**src/rtl/aibio_pi_phsel_pkg.sv**
```systemverilog
// Shared types for the RX DLL phase-interpolator phase-select controller.
// Holds the FSM state encoding and the shortest-path direction helper.
package aibio_pi_phsel_pkg;

    typedef enum logic [2:0] {
        ST_IDLE,
        ST_STEP,
        ST_XOFF,
        ST_XSEL,
        ST_XON,
        ST_SETTLE
    } phsel_st_e;

    typedef enum logic [1:0] {
        DIR_NONE,
        DIR_UP,
        DIR_DN
    } phsel_dir_e;

    // A forward distance of exactly half the ring resolves upward.
    function automatic phsel_dir_e phsel_dir(input int cur, input int tgt, input int nph);
        int d;
        d = (tgt - cur + nph) % nph;
        if (d == 0) begin
            return DIR_NONE;
        end else if (d <= nph / 2) begin
            return DIR_UP;
        end else begin
            return DIR_DN;
        end
    endfunction

endpackage

```
**src/rtl/aibio_pi_phsel_dec.sv**
```systemverilog
// Phase code to select decode: per-quarter one-hot stg1 and one-hot stg2 quarter enable.
// Latency: combinational. Backpressure: none, the controller registers the result.
// Stage-1 bit index equals the code itself because each quarter owns four consecutive phases.
module aibio_pi_phsel_dec #(
    parameter int NQ     = 4,
    parameter int CODE_W = $clog2(4 * NQ)
) (
    input  logic [CODE_W-1:0] code,
    output logic [4*NQ-1:0]   stg1,
    output logic [NQ-1:0]     stg2
);

    always_comb begin
        stg1 = '0;
        stg2 = '0;
        stg1[code] = 1'b1;
        stg2[code[CODE_W-1:2]] = 1'b1;
    end

endmodule

```
**src/rtl/aibio_pi_phsel_ctrl.sv**
```systemverilog
// Phase-select controller: walks the PI phase one step at a time toward a target code.
// Latency: ack one cycle after accept; per step 1+SETTLE_CYC cycles, crossings add XOFF/XSEL/XON.
// Backpressure: new codes are ignored (no ack) while busy; a held valid is taken on return to idle.
module aibio_pi_phsel_ctrl
    import aibio_pi_phsel_pkg::*;
#(
    parameter int  NQ         = 4,
    parameter int  SETTLE_CYC = 4,
    parameter int  GAP_CYC    = 2,
    localparam int NPH        = 4 * NQ,
    localparam int CODE_W     = $clog2(NPH)
) (
    input  logic              i_clk,
    input  logic              i_rstb,
    input  logic              vddcq,
    input  logic              vss,
    input  logic              i_code_vld,
    input  logic [CODE_W-1:0] i_phase_code,
    output logic              o_code_ack,
    output logic              o_busy,
    output logic [CODE_W-1:0] o_cur_code,
    output logic [4*NQ-1:0]   o_clkphsel_stg1,
    output logic [NQ-1:0]     o_clkphsel_stg2
);

    localparam int CNT_MAX = (SETTLE_CYC > GAP_CYC) ? SETTLE_CYC : GAP_CYC;
    localparam int CNT_W   = $clog2(CNT_MAX + 1);
    localparam logic [CNT_W-1:0]  SETTLE_LAST = CNT_W'(SETTLE_CYC - 1);
    // stg2 stays low through XOFF plus the XSEL cycle, so XOFF itself is one cycle shorter than the gap.
    localparam logic [CNT_W-1:0]  XOFF_LAST   = CNT_W'((GAP_CYC > 1) ? GAP_CYC - 2 : 0);
    localparam logic [CODE_W-1:0] CODE_MAX    = CODE_W'(NPH - 1);

    phsel_st_e         st_q, st_d;
    logic [CODE_W-1:0] tgt_q, tgt_d;
    logic [CODE_W-1:0] cur_q, cur_d;
    logic [4*NQ-1:0]   stg1_q, stg1_d;
    logic [NQ-1:0]     stg2_q, stg2_d;
    logic [CNT_W-1:0]  cnt_q, cnt_d;
    logic              ack_q, ack_d;
    logic              busy_q, busy_d;

    phsel_dir_e        dir;
    logic [CODE_W-1:0] nxt_code;
    logic [CODE_W-1:0] dec_code;
    logic [4*NQ-1:0]   dec_stg1;
    logic [NQ-1:0]     dec_stg2;

    logic unused_supply;
    assign unused_supply = vddcq ^ vss;

    always_comb begin
        dir      = phsel_dir(32'(cur_q), 32'(tgt_q), NPH);
        nxt_code = cur_q;
        if (dir == DIR_UP) begin
            nxt_code = (cur_q == CODE_MAX) ? '0 : cur_q + 1'b1;
        end else if (dir == DIR_DN) begin
            nxt_code = (cur_q == '0) ? CODE_MAX : cur_q - 1'b1;
        end
    end

    // In XSEL the current code has already advanced, so the quarter enable decodes from it.
    assign dec_code = (st_q == ST_XSEL) ? cur_q : nxt_code;

    aibio_pi_phsel_dec #(
        .NQ     (NQ),
        .CODE_W (CODE_W)
    ) u_dec (
        .code (dec_code),
        .stg1 (dec_stg1),
        .stg2 (dec_stg2)
    );

    always_comb begin
        st_d   = st_q;
        tgt_d  = tgt_q;
        cur_d  = cur_q;
        stg1_d = stg1_q;
        stg2_d = stg2_q;
        cnt_d  = cnt_q;
        ack_d  = 1'b0;
        busy_d = busy_q;
        case (st_q)
            ST_IDLE: begin
                busy_d = 1'b0;
                if (i_code_vld && !busy_q && (i_phase_code <= CODE_MAX)) begin
                    tgt_d  = i_phase_code;
                    ack_d  = 1'b1;
                    busy_d = 1'b1;
                    if (i_phase_code != cur_q) begin
                        st_d = ST_STEP;
                    end
                end
            end
            ST_STEP: begin
                cnt_d = '0;
                if (nxt_code[CODE_W-1:2] == cur_q[CODE_W-1:2]) begin
                    stg1_d = dec_stg1;
                    cur_d  = nxt_code;
                    st_d   = ST_SETTLE;
                end else begin
                    stg2_d = '0;
                    st_d   = ST_XOFF;
                end
            end
            ST_XOFF: begin
                if (cnt_q == XOFF_LAST) begin
                    stg1_d = dec_stg1;
                    cur_d  = nxt_code;
                    st_d   = ST_XSEL;
                end else begin
                    cnt_d = cnt_q + 1'b1;
                end
            end
            ST_XSEL: begin
                stg2_d = dec_stg2;
                st_d   = ST_XON;
            end
            ST_XON: begin
                cnt_d = '0;
                st_d  = ST_SETTLE;
            end
            ST_SETTLE: begin
                if (cnt_q == SETTLE_LAST) begin
                    if (cur_q != tgt_q) begin
                        st_d = ST_STEP;
                    end else begin
                        st_d   = ST_IDLE;
                        busy_d = 1'b0;
                    end
                end else begin
                    cnt_d = cnt_q + 1'b1;
                end
            end
            default: begin
                st_d = ST_IDLE;
            end
        endcase
    end

    always_ff @(posedge i_clk or negedge i_rstb) begin
        if (!i_rstb) begin
            st_q   <= ST_IDLE;
            tgt_q  <= '0;
            cur_q  <= '0;
            stg1_q <= (4*NQ)'(1);
            stg2_q <= NQ'(1);
            cnt_q  <= '0;
            ack_q  <= 1'b0;
            busy_q <= 1'b0;
        end else begin
            st_q   <= st_d;
            tgt_q  <= tgt_d;
            cur_q  <= cur_d;
            stg1_q <= stg1_d;
            stg2_q <= stg2_d;
            cnt_q  <= cnt_d;
            ack_q  <= ack_d;
            busy_q <= busy_d;
        end
    end

    assign o_code_ack      = ack_q;
    assign o_busy          = busy_q;
    assign o_cur_code      = cur_q;
    assign o_clkphsel_stg1 = stg1_q;
    assign o_clkphsel_stg2 = stg2_q;

endmodule

```
**config.mk**
```make
export PLATFORM = sky130hd
export DESIGN_NAME = aibio_pi_phsel_ctrl
export DESIGN_NICKNAME = d
export VERILOG_FILES = /design/src/rtl/aibio_pi_phsel_pkg.sv /design/src/rtl/aibio_pi_phsel_dec.sv /design/src/rtl/aibio_pi_phsel_ctrl.sv
export SDC_FILE = /design/constraint.sdc
export NUM_CORES = 1
export LEC_CHECK = 0
export BUFFER_PORTS_ARGS = -buffer_cell sky130_fd_sc_hd__buf_4
export CELL_PAD_IN_SITES_DETAIL_PLACEMENT = 1
export CELL_PAD_IN_SITES_GLOBAL_PLACEMENT = 1
export CORE_UTILIZATION = 45
export DETAILED_ROUTE_END_ITERATION = 16
export PLACE_DENSITY_LB_ADDON = 0.1
export SLEW_MARGIN = 25
export SYNTH_ARGS = -nofsm -noshare
export SYNTH_HDL_FRONTEND = slang
export SYNTH_HIERARCHICAL = 1
export SYNTH_SLANG_ARGS = --single-unit
```
**constraint.sdc**
```tcl
create_clock -name i_clk -period 3.7 [get_ports i_clk]
set_input_delay 0.37 -clock i_clk [delete_from_list [all_inputs] [get_ports i_clk]]
set_output_delay 0.37 -clock i_clk [all_outputs]
set_load 0.05 [all_outputs]
```
==> results of run 1 <==
## cells in the final DEF, fill, tap and decap left out, types with 9 or more instances in the layout
cell / instances
nor2_1: 12
o21ai_0: 14
dfrtp_1: 34
mux2_4: 9
nand2_1: 28
ha_1: 9
inv_1: 16
a21oi_1: 13
mux2_2: 12
buf_4: 40
## final cells by class
cell class	count	area, sq um
fill	616	2380
multi-input combinational	180	1430
sequential	36	903
timing repair buffer	40	300
tap	70	87.6
clock buffer	7	76.3
inverter	17	63.8
clock inverter	1	5.00
## critical path, cell delays in order, from the launching register on
cell	delay, ns
dfrtp_1	0.35
inv_1	0.08
ha_1	0.36
a21oi_1	0.21
nand2_2	0.13
xor2_2	0.48
buf_4	0.24
nor3_1	0.04
a311oi_1	0.26
o21ai_0	0.17
mux2_2	0.43
and4_1	0.25
mux2_4	0.26
## path summary, 6_finish.rpt
| check | startpoint | to | slack [ns] | depth (start not counted) |
|---|---|---|---|---|
| setup / recovery | o_cur_code[2] | o_clkphsel_stg1[15] | 0.33 | 12 |
| hold / removal | i_rstb | o_code_ack | 0.03 | 1 |
| setup reg to reg | o_cur_code[2] | o_clkphsel_stg1[15] | 0.33 | 12 |
| hold reg to reg | cnt_q[2] | cnt_q[2] | 0.49 | 2 |
| max in group asynchronous | i_rstb | o_clkphsel_stg1[0] | 3.31 | 1 |
| min in group i_clk | i_phase_code[3] | tgt_q[3] | 0.29 | 3 |
## kinds of logic (layout without fill, tap and decap cells)
kind of cell	count (synthesis)	in the layout	share of synthesized area (%)
XOR/XNOR	8	8	3.41
multiplexers	26	26	12.8
AO/OA/AOI/OAI	47	47	11.8
adder cells (fa/ha/maj)	11	11	5.71
flip-flops	36	36	36.2
AND/OR/NAND/NOR	88	88	23.4
buffers and inverters	33	65	6.72
## through the flow
step / cells / cell area (sq um) / utilization [%] / setup WS, ns
2_1_floorplan: 249 / 2500 / - / 0.141
3_3_place_gp: 343 / 2780 / 53.1 / 0.464
3_5_place_dp: 343 / 2780 / 53.1 / 0.403
4_1_cts: 351 / 2860 / 54.6 / 0.386
5_1_grt: 351 / 2860 / 54.6 / 0.127
6_report: 351 / 2860 / 54.6 / 0.327
## state kept, by name, indices dropped and copies added, names as in the netlist
signal,flops
tgt_q,4
o_code_ack,1
o_clkphsel_stg1,16
o_clkphsel_stg2,4
o_cur_code,4
cnt_q,3
o_busy,1
st_q,3
## routing by layer
| layer | track usage, % | share of wire, % |
|---|---|---|
| met2 | 35.7 | 49 |
| met1 | 26.4 | 48 |
| met5 | 0 | 0 |
| met3 | 3.59 | 2.0 |
| met4 | 6.92 | 1.0 |
## cell usage after synthesis (4+ instances only)
cell	n	area share, %
a21oi_1	13	2.6
and4b_1	4	1.6
and4bb_1	6	3.0
buf_2	5	1.0
buf_6	4	1.8
clkbuf_1	5	0.75
dfrtp_1	34	34
ha_1	9	4.5
inv_1	16	2.4
mux2_2	12	5.4
mux2_4	9	5.4
mux2i_1	5	2.0
nand2_1	28	4.2
nand3_1	4	0.80
nor2_1	12	1.8
nor3_1	5	1.0
o21ai_0	15	3.0
xnor2_1	5	1.8
==> results.json, run 1 <==
{
  "slew_violations": 0,
  "holdBufCountCts": 0,
  "fp.coreArea_sq_um": 5240,
  "htreeDepth": 2,
  "ant_nets": 0,
  "dieArea_sq_um": 5850,
  "cp_max_fo": 16,
  "ys.warnings.count": 6,
  "drtIter0Drc": 80,
  "cts_tree": "done",
  "synth.distinct_cells": 51,
  "cts_buffer_depth": 2,
  "gp_congestion": 0.790,
  "antenna_found_initial": 0,
  "rows": 26,
  "finalHoldViolations": 0,
  "die_x_microns": 76.5,
  "dpl.hpwl_microns": 3910,
  "setup_violations": 0,
  "route.detailed.drc": 0,
  "drt_wl_total_microns": 5480,
  "area_delta_synth_final_pct": 14.6,
  "rsz0062_at_grt": "false",
  "grt_overflow_total": 0,
  "clk_latency_ns": 0.29,
  "num_io_pins": 35,
  "ctsResizeCount": 0,
  "min_path_type": "in -> async",
  "maxCapViolations": 0,
  "fp.dieH_microns": 76.5,
  "cts_buffers": 5,
  "synth-edff-count": 0,
  "hold_ws_ns": 0.0348,
  "syn_avg_cell_area_sq_um": 10.0,
  "synth_seq_cells": 36,
  "routedWlPerCell_microns": 15.6,
  "diodes": 0,
  "cts_setup_buffers": 0,
  "clock.fmax_mhz": 296,
  "synth_area_sq_um": 2500,
  "via_per_inst": 5.45,
  "grt_pass1_vias": 1997,
  "outcome": "complete, no violations",
  "path_clk_slew_ns": 0.07,
  "required_ns": 3.87,
  "criticalPathCategory": "reg -> reg",
  "fin_nets": 299,
  "tns_ns": 0,
  "crit_path_start_kind": "flip-flop",
  "grt_max_degree": 37,
  "grt_pass1_wl_microns": 9620,
  "period_needed_ns": 3.37,
  "cts.sinks": 36,
  "synth_async_sr_flop_share_pct": 100,
  "fin_worst_skew_ns": 0.00415,
  "yosysSeqAreaShare_pct": 36.2,
  "grtUsageTotal_pct": 20.8,
  "vias": 1914,
  "syn_nets": 268,
  "port_buffers": 32,
  "max_slew_margin_pct": 50.7,
  "period_share_pct": 91.2,
  "tightest_slew_ns": 0.737,
  "worstSetupEndpointType": "flip-flop",
  "syn-instance-count": 249,
  "start_util_pct": 47.7,
  "crit_arrival_ns": 3.55,
  "ys.flop_type": "dfrtp_1",
  "drive_gt1_share_pct": 28.5,
  "cts_root_buf": "clkbuf_8",
  "dr.pass1.iters": 4
}
Power of run 1 is not shown: default switching activity piles up to over one toggle a cycle in this logic, so the estimate is an artifact.
==> inputs of run 2 (changes only) <==
--- a/config.mk
+++ b/config.mk
@@ -8,9 +8,9 @@
 export BUFFER_PORTS_ARGS = -buffer_cell sky130_fd_sc_hd__buf_4
 export CELL_PAD_IN_SITES_DETAIL_PLACEMENT = 1
 export CELL_PAD_IN_SITES_GLOBAL_PLACEMENT = 1
-export CORE_UTILIZATION = 45
+export CORE_UTILIZATION = 48
 export DETAILED_ROUTE_END_ITERATION = 16
-export PLACE_DENSITY_LB_ADDON = 0.1
+export PLACE_DENSITY_LB_ADDON = 0.08
 export SLEW_MARGIN = 25
 export SYNTH_ARGS = -nofsm -noshare
 export SYNTH_HDL_FRONTEND = slang
==> constraint.sdc (replaced) <==
create_clock -name i_clk -period 4 [get_ports i_clk]
set_input_delay 0.4 -clock i_clk [delete_from_list [all_inputs] [get_ports i_clk]]
set_output_delay 0.4 -clock i_clk [all_outputs]
set_load 0.05 [all_outputs]
==> results.json, run 2 (synthesis results as in run 1) <==
{
  "diodes": 0,
  "dpl.hpwl_microns": 4050,
  "crit_arrival_ns": 3.60,
  "fin_nets": 297,
  "fp.dieH_microns": 74.1,
  "routedWlPerCell_microns": 16.4,
  "cts_root_buf": "clkbuf_8",
  "die_x_microns": 74.1,
  "clk_latency_ns": 0.30,
  "path_clk_slew_ns": 0.08,
  "maxCapViolations": 0,
  "cp_top_family": "adder cells",
  "ctsResizeCount": 0,
  "slew_violations": 0,
  "cp_max_fo": 20,
  "grt_overflow_total": 0,
  "fp.coreArea_sq_um": 4850,
  "grt_pass1_vias": 1902,
  "cts_buffers": 5,
  "slowest_delay_ns": 0.49,
  "grt_pass1_wl_microns": 9490,
  "holdBufCountCts": 0,
  "period_share_pct": 85.6,
  "worstSetupEndpointType": "flip-flop",
  "area_delta_synth_final_pct": 14.4,
  "period_needed_ns": 3.43,
  "dieArea_sq_um": 5490,
  "crit_chain": "inv_1, ha_1, inv_1, fa_1, xnor2_1, and3b_1, maj3_1, o2bb2ai_1, a21oi_1, mux2_2, and4bb_1, mux2_2",
  "final_common_cell": "buf_4",
  "outcome": "complete, no violations",
  "gp_congestion": 0.758,
  "drive_gt1_share_pct": 28.3,
  "largest_reg_flops": 16,
  "max_slew_margin_pct": 50.3,
  "port_buffers": 32,
  "criticalPathCategory": "reg -> reg",
  "start_util_pct": 51.5,
  "via_per_inst": 5.67,
  "tightest_slew_ns": 0.744,
  "drt_wl_total_microns": 5690,
  "cts_buffer_depth": 2,
  "vias": 1963,
  "finalHoldViolations": 0,
  "cts.sinks": 36,
  "crit_path_start_kind": "flip-flop",
  "grt_max_degree": 37,
  "cts_setup_buffers": 0,
  "rsz0062_at_grt": "false",
  "antenna_found_initial": 0,
  "dr.pass1.iters": 4,
  "clock.fmax_mhz": 292,
  "worst_r2r_path_depth": 12,
  "required_ns": 4.18,
  "drtIter0Drc": 53,
  "rows": 25,
  "cp_num_buf_inv": 2,
  "cp.depth": 12,
  "min_path_type": "in -> async",
  "fin_worst_skew_ns": 0.0104,
  "cts_tree": "done",
  "ant_nets": 0,
  "hold_ws_ns": 0.0440,
  "setup_violations": 0,
  "route.detailed.drc": 0,
  "htreeDepth": 2,
  "tns_ns": 0,
  "cp_slowest_cell": "mux2_2",
  "num_io_pins": 35,
  "grtUsageTotal_pct": 23.1,
  "layout_common_cells": "buf_4, dfrtp_1, nand2_1"
}
## run 2: cell types whose count changed in the layout (fill, tap and decap cells not counted), sizes merged
| cell | before | now |
|---|---|---|
| buf | 40 | 38 |
| clkinvlp | 0 | 1 |
| clkinv | 2 | 1 |
## run 2: final cells by class
cell class | instances | area, sq um
Multi-Input combinational cell | 180 | 1430
Sequential cell | 36 | 903
Tap cell | 67 | 83.8
Timing Repair Buffer | 38 | 285
Fill cell | 568 | 1990
Inverter | 17 | 63.8
Clock inverter | 1 | 7.51
Clock buffer | 7 | 86.3
## run 2: layer usage
| layer | vias to the layer above | track usage (%) | wire [microns] |
|---|---|---|---|
| met2 | 28 | 38.6 | 2810 |
| met3 | 10 | 3.66 | 123 |
| met4 | 0 | 7.05 | 87 |
| met5 | - | 0 | 0 |
| li1 | 940 | - | - |
| met1 | 985 | 31.0 | 2670 |
## run 2: final timing paths
path | startpoint | to | slack [ns]
min in group i_clk | i_phase_code[1] | tgt_q[1] | 0.31
setup reg to reg | tgt_q[0] | o_clkphsel_stg1[3] | 0.57
hold reg to reg | cnt_q[2] | cnt_q[2] | 0.48
hold / removal | i_rstb | tgt_q[0] | 0.04
max in group asynchronous | i_rstb | o_clkphsel_stg2[0] | 3.57
setup / recovery | tgt_q[0] | o_clkphsel_stg1[3] | 0.57
## run 2: worst reg2reg max path: stages, from the launching register on
cell,delay [ns]
dfrtp_1,0.37
inv_1,0.08
ha_1,0.18
inv_1,0.06
fa_1,0.37
xnor2_1,0.15
and3b_1,0.28
maj3_1,0.40
o2bb2ai_1,0.14
a21oi_1,0.29
mux2_2,0.49
and4bb_1,0.25
mux2_2,0.26
## run 2: metrics by stage
| step | cells | instance area [sq um] | setup WS (ns) | util, % |
|---|---|---|---|---|
| after floorplan | 249 | 2500 | 0.441 | - |
| after global placement | 338 | 2760 | 0.723 | 57.0 |
| after detailed placement | 338 | 2760 | 0.613 | 57.0 |
| after CTS | 346 | 2860 | 0.588 | 58.9 |
| after global routing | 346 | 2860 | 0.355 | 58.9 |
| final | 346 | 2860 | 0.574 | 58.9 |
Power of run 2 is left out for the same reason.
==> inputs of run 3 (changes only) <==
--- a/config.mk
+++ b/config.mk
@@ -8,7 +8,8 @@
 export BUFFER_PORTS_ARGS = -buffer_cell sky130_fd_sc_hd__buf_4
 export CELL_PAD_IN_SITES_DETAIL_PLACEMENT = 1
 export CELL_PAD_IN_SITES_GLOBAL_PLACEMENT = 1
-export CORE_UTILIZATION = 48
+export CORE_UTILIZATION = 50
+export CTS_BUF_LIST = sky130_fd_sc_hd__clkbuf_8
 export DETAILED_ROUTE_END_ITERATION = 16
 export PLACE_DENSITY_LB_ADDON = 0.08
 export SLEW_MARGIN = 25
==> results.json, run 3 (synthesis results as in run 1) <==
{
  "final_common_cell": "buf_4",
  "min_path_type": "in -> async",
  "cts_buffer_depth": 2,
  "fp.dieH_microns": 72.7,
  "crit_path_start_kind": "flip-flop",
  "vias": 1937,
  "worstSetupEndpointType": "flip-flop",
  "path_clk_slew_ns": 0.08,
  "multi_input_area_sq_um": 1430,
  "grt_pass1_wl_microns": 9600,
  "grt_max_degree": 37,
  "worst_r2r_path_depth": 11,
  "finalNonFillerCells": 347,
  "port_buffers": 32,
  "r2r-end": "o_clkphsel_stg1[7]",
  "fp.coreArea_sq_um": 4750,
  "diodes": 0,
  "area_delta_synth_final_pct": 15.2,
  "drive_gt1_share_pct": 28.6,
  "tns_ns": 0,
  "num_io_pins": 35,
  "cts_setup_buffers": 0,
  "die_x_microns": 72.7,
  "cp_max_fo": 18,
  "cts.sinks": 36,
  "layout_common_cells": "buf_4, dfrtp_1, nand2_1",
  "period_needed_ns": 3.35,
  "slew_violations": 0,
  "drtIter0Drc": 43,
  "dpl.hpwl_microns": 3900,
  "seq_area_sq_um": 903,
  "setup_violations": 0,
  "maxCapViolations": 0,
  "dp.cells": 339,
  "route.detailed.drc": 0,
  "placed_cell_area_sq_um": 2770,
  "outcome": "complete, no violations",
  "cts_buffers": 5,
  "cts_tree": "done",
  "antenna_found_initial": 0,
  "max_slew_margin_pct": 48.9,
  "largest_reg_flops": 16,
  "rsz0062_at_grt": "false",
  "required_ns": 4.17,
  "rows": 25,
  "start_util_pct": 52.5,
  "design_area_sq_um": 2880,
  "period_share_pct": 83.8,
  "r2r-start": "tgt_q[0]",
  "dr.pass1.iters": 4,
  "crit_arrival_ns": 3.53,
  "routedWlPerCell_microns": 16.2,
  "utilization_pct": 60.5,
  "fin_nets": 298,
  "nFillCells": 559,
  "ant_nets": 0,
  "criticalPathCategory": "reg -> reg",
  "grtUsageTotal_pct": 23.7,
  "htreeDepth": 2,
  "grt_overflow_total": 0,
  "clock.fmax_mhz": 298,
  "cts_root_buf": "clkbuf_8",
  "gp_congestion": 0.800,
  "clk_latency_ns": 0.29,
  "via_per_inst": 5.58,
  "dieArea_sq_um": 5280,
  "grt_pass1_vias": 1946,
  "drt_wl_total_microns": 5610,
  "finalHoldViolations": 0,
  "holdBufCountCts": 0,
  "fin_worst_skew_ns": 0.00946,
  "r2r_slack_ns": 0.65,
  "tightest_slew_ns": 0.765,
  "ctsResizeCount": 0
}
-- run 3: final cells by class --
type / instances / share of cell area [%]
Timing Repair Buffer: 39 / 10.2
Multi-Input combinational cell: 180 / 49.5
Sequential cell: 36 / 31.4
Clock inverter: 3 / 1.35
Inverter: 17 / 2.22
Tap cell: 67 / 2.91
Clock buffer: 5 / 2.39
-- run 3: worst max path at each step --
| stage | slack (ns) | cells after the start | end | start |
|---|---|---|---|---|
| detailed placement | 0.69 | 15 | o_clkphsel_stg1[3] | tgt_q[0] |
| global route | 0.39 | 14 | o_clkphsel_stg1[3] | tgt_q[0] |
| CTS | 0.66 | 11 | o_clkphsel_stg1[7] | tgt_q[0] |
| global placement | 0.72 | 15 | o_clkphsel_stg1[3] | tgt_q[0] |
| finish | 0.65 | 11 | o_clkphsel_stg1[7] | tgt_q[0] |
| floorplan | 0.44 | 14 | o_clkphsel_stg1[15] | o_cur_code[2] |
-- run 3: metrics by stage --
stage	hold slack, ns	setup slack, ns
floorplan	0.104	0.441
global placement	0.391	0.722
detailed placement	0.395	0.695
CTS	0.0783	0.659
global route	0.0980	0.393
finish	0.0602	0.648
-- run 3: layer usage --
layer  vias up  routed length (microns)  global-route usage, %
met4         0                       57                   5.88
met1       975                     2710                   32.9
met5         -                        0                      0
met3         5                       99                   3.73
li1        939                        -                      -
met2        18                     2740                   38.9
-- run 3: critical path: stages (launching register included) --
cell	delay, ns
dfrtp_1	0.37
inv_1	0.06
ha_1	0.16
inv_1	0.05
fa_1	0.37
xnor2_1	0.20
and3b_1	0.43
nand2_1	0.15
mux2i_1	0.28
nor4_4	0.11
a21boi_4	0.63
mux2_2	0.41
Power of run 3 is left out for the same reason.
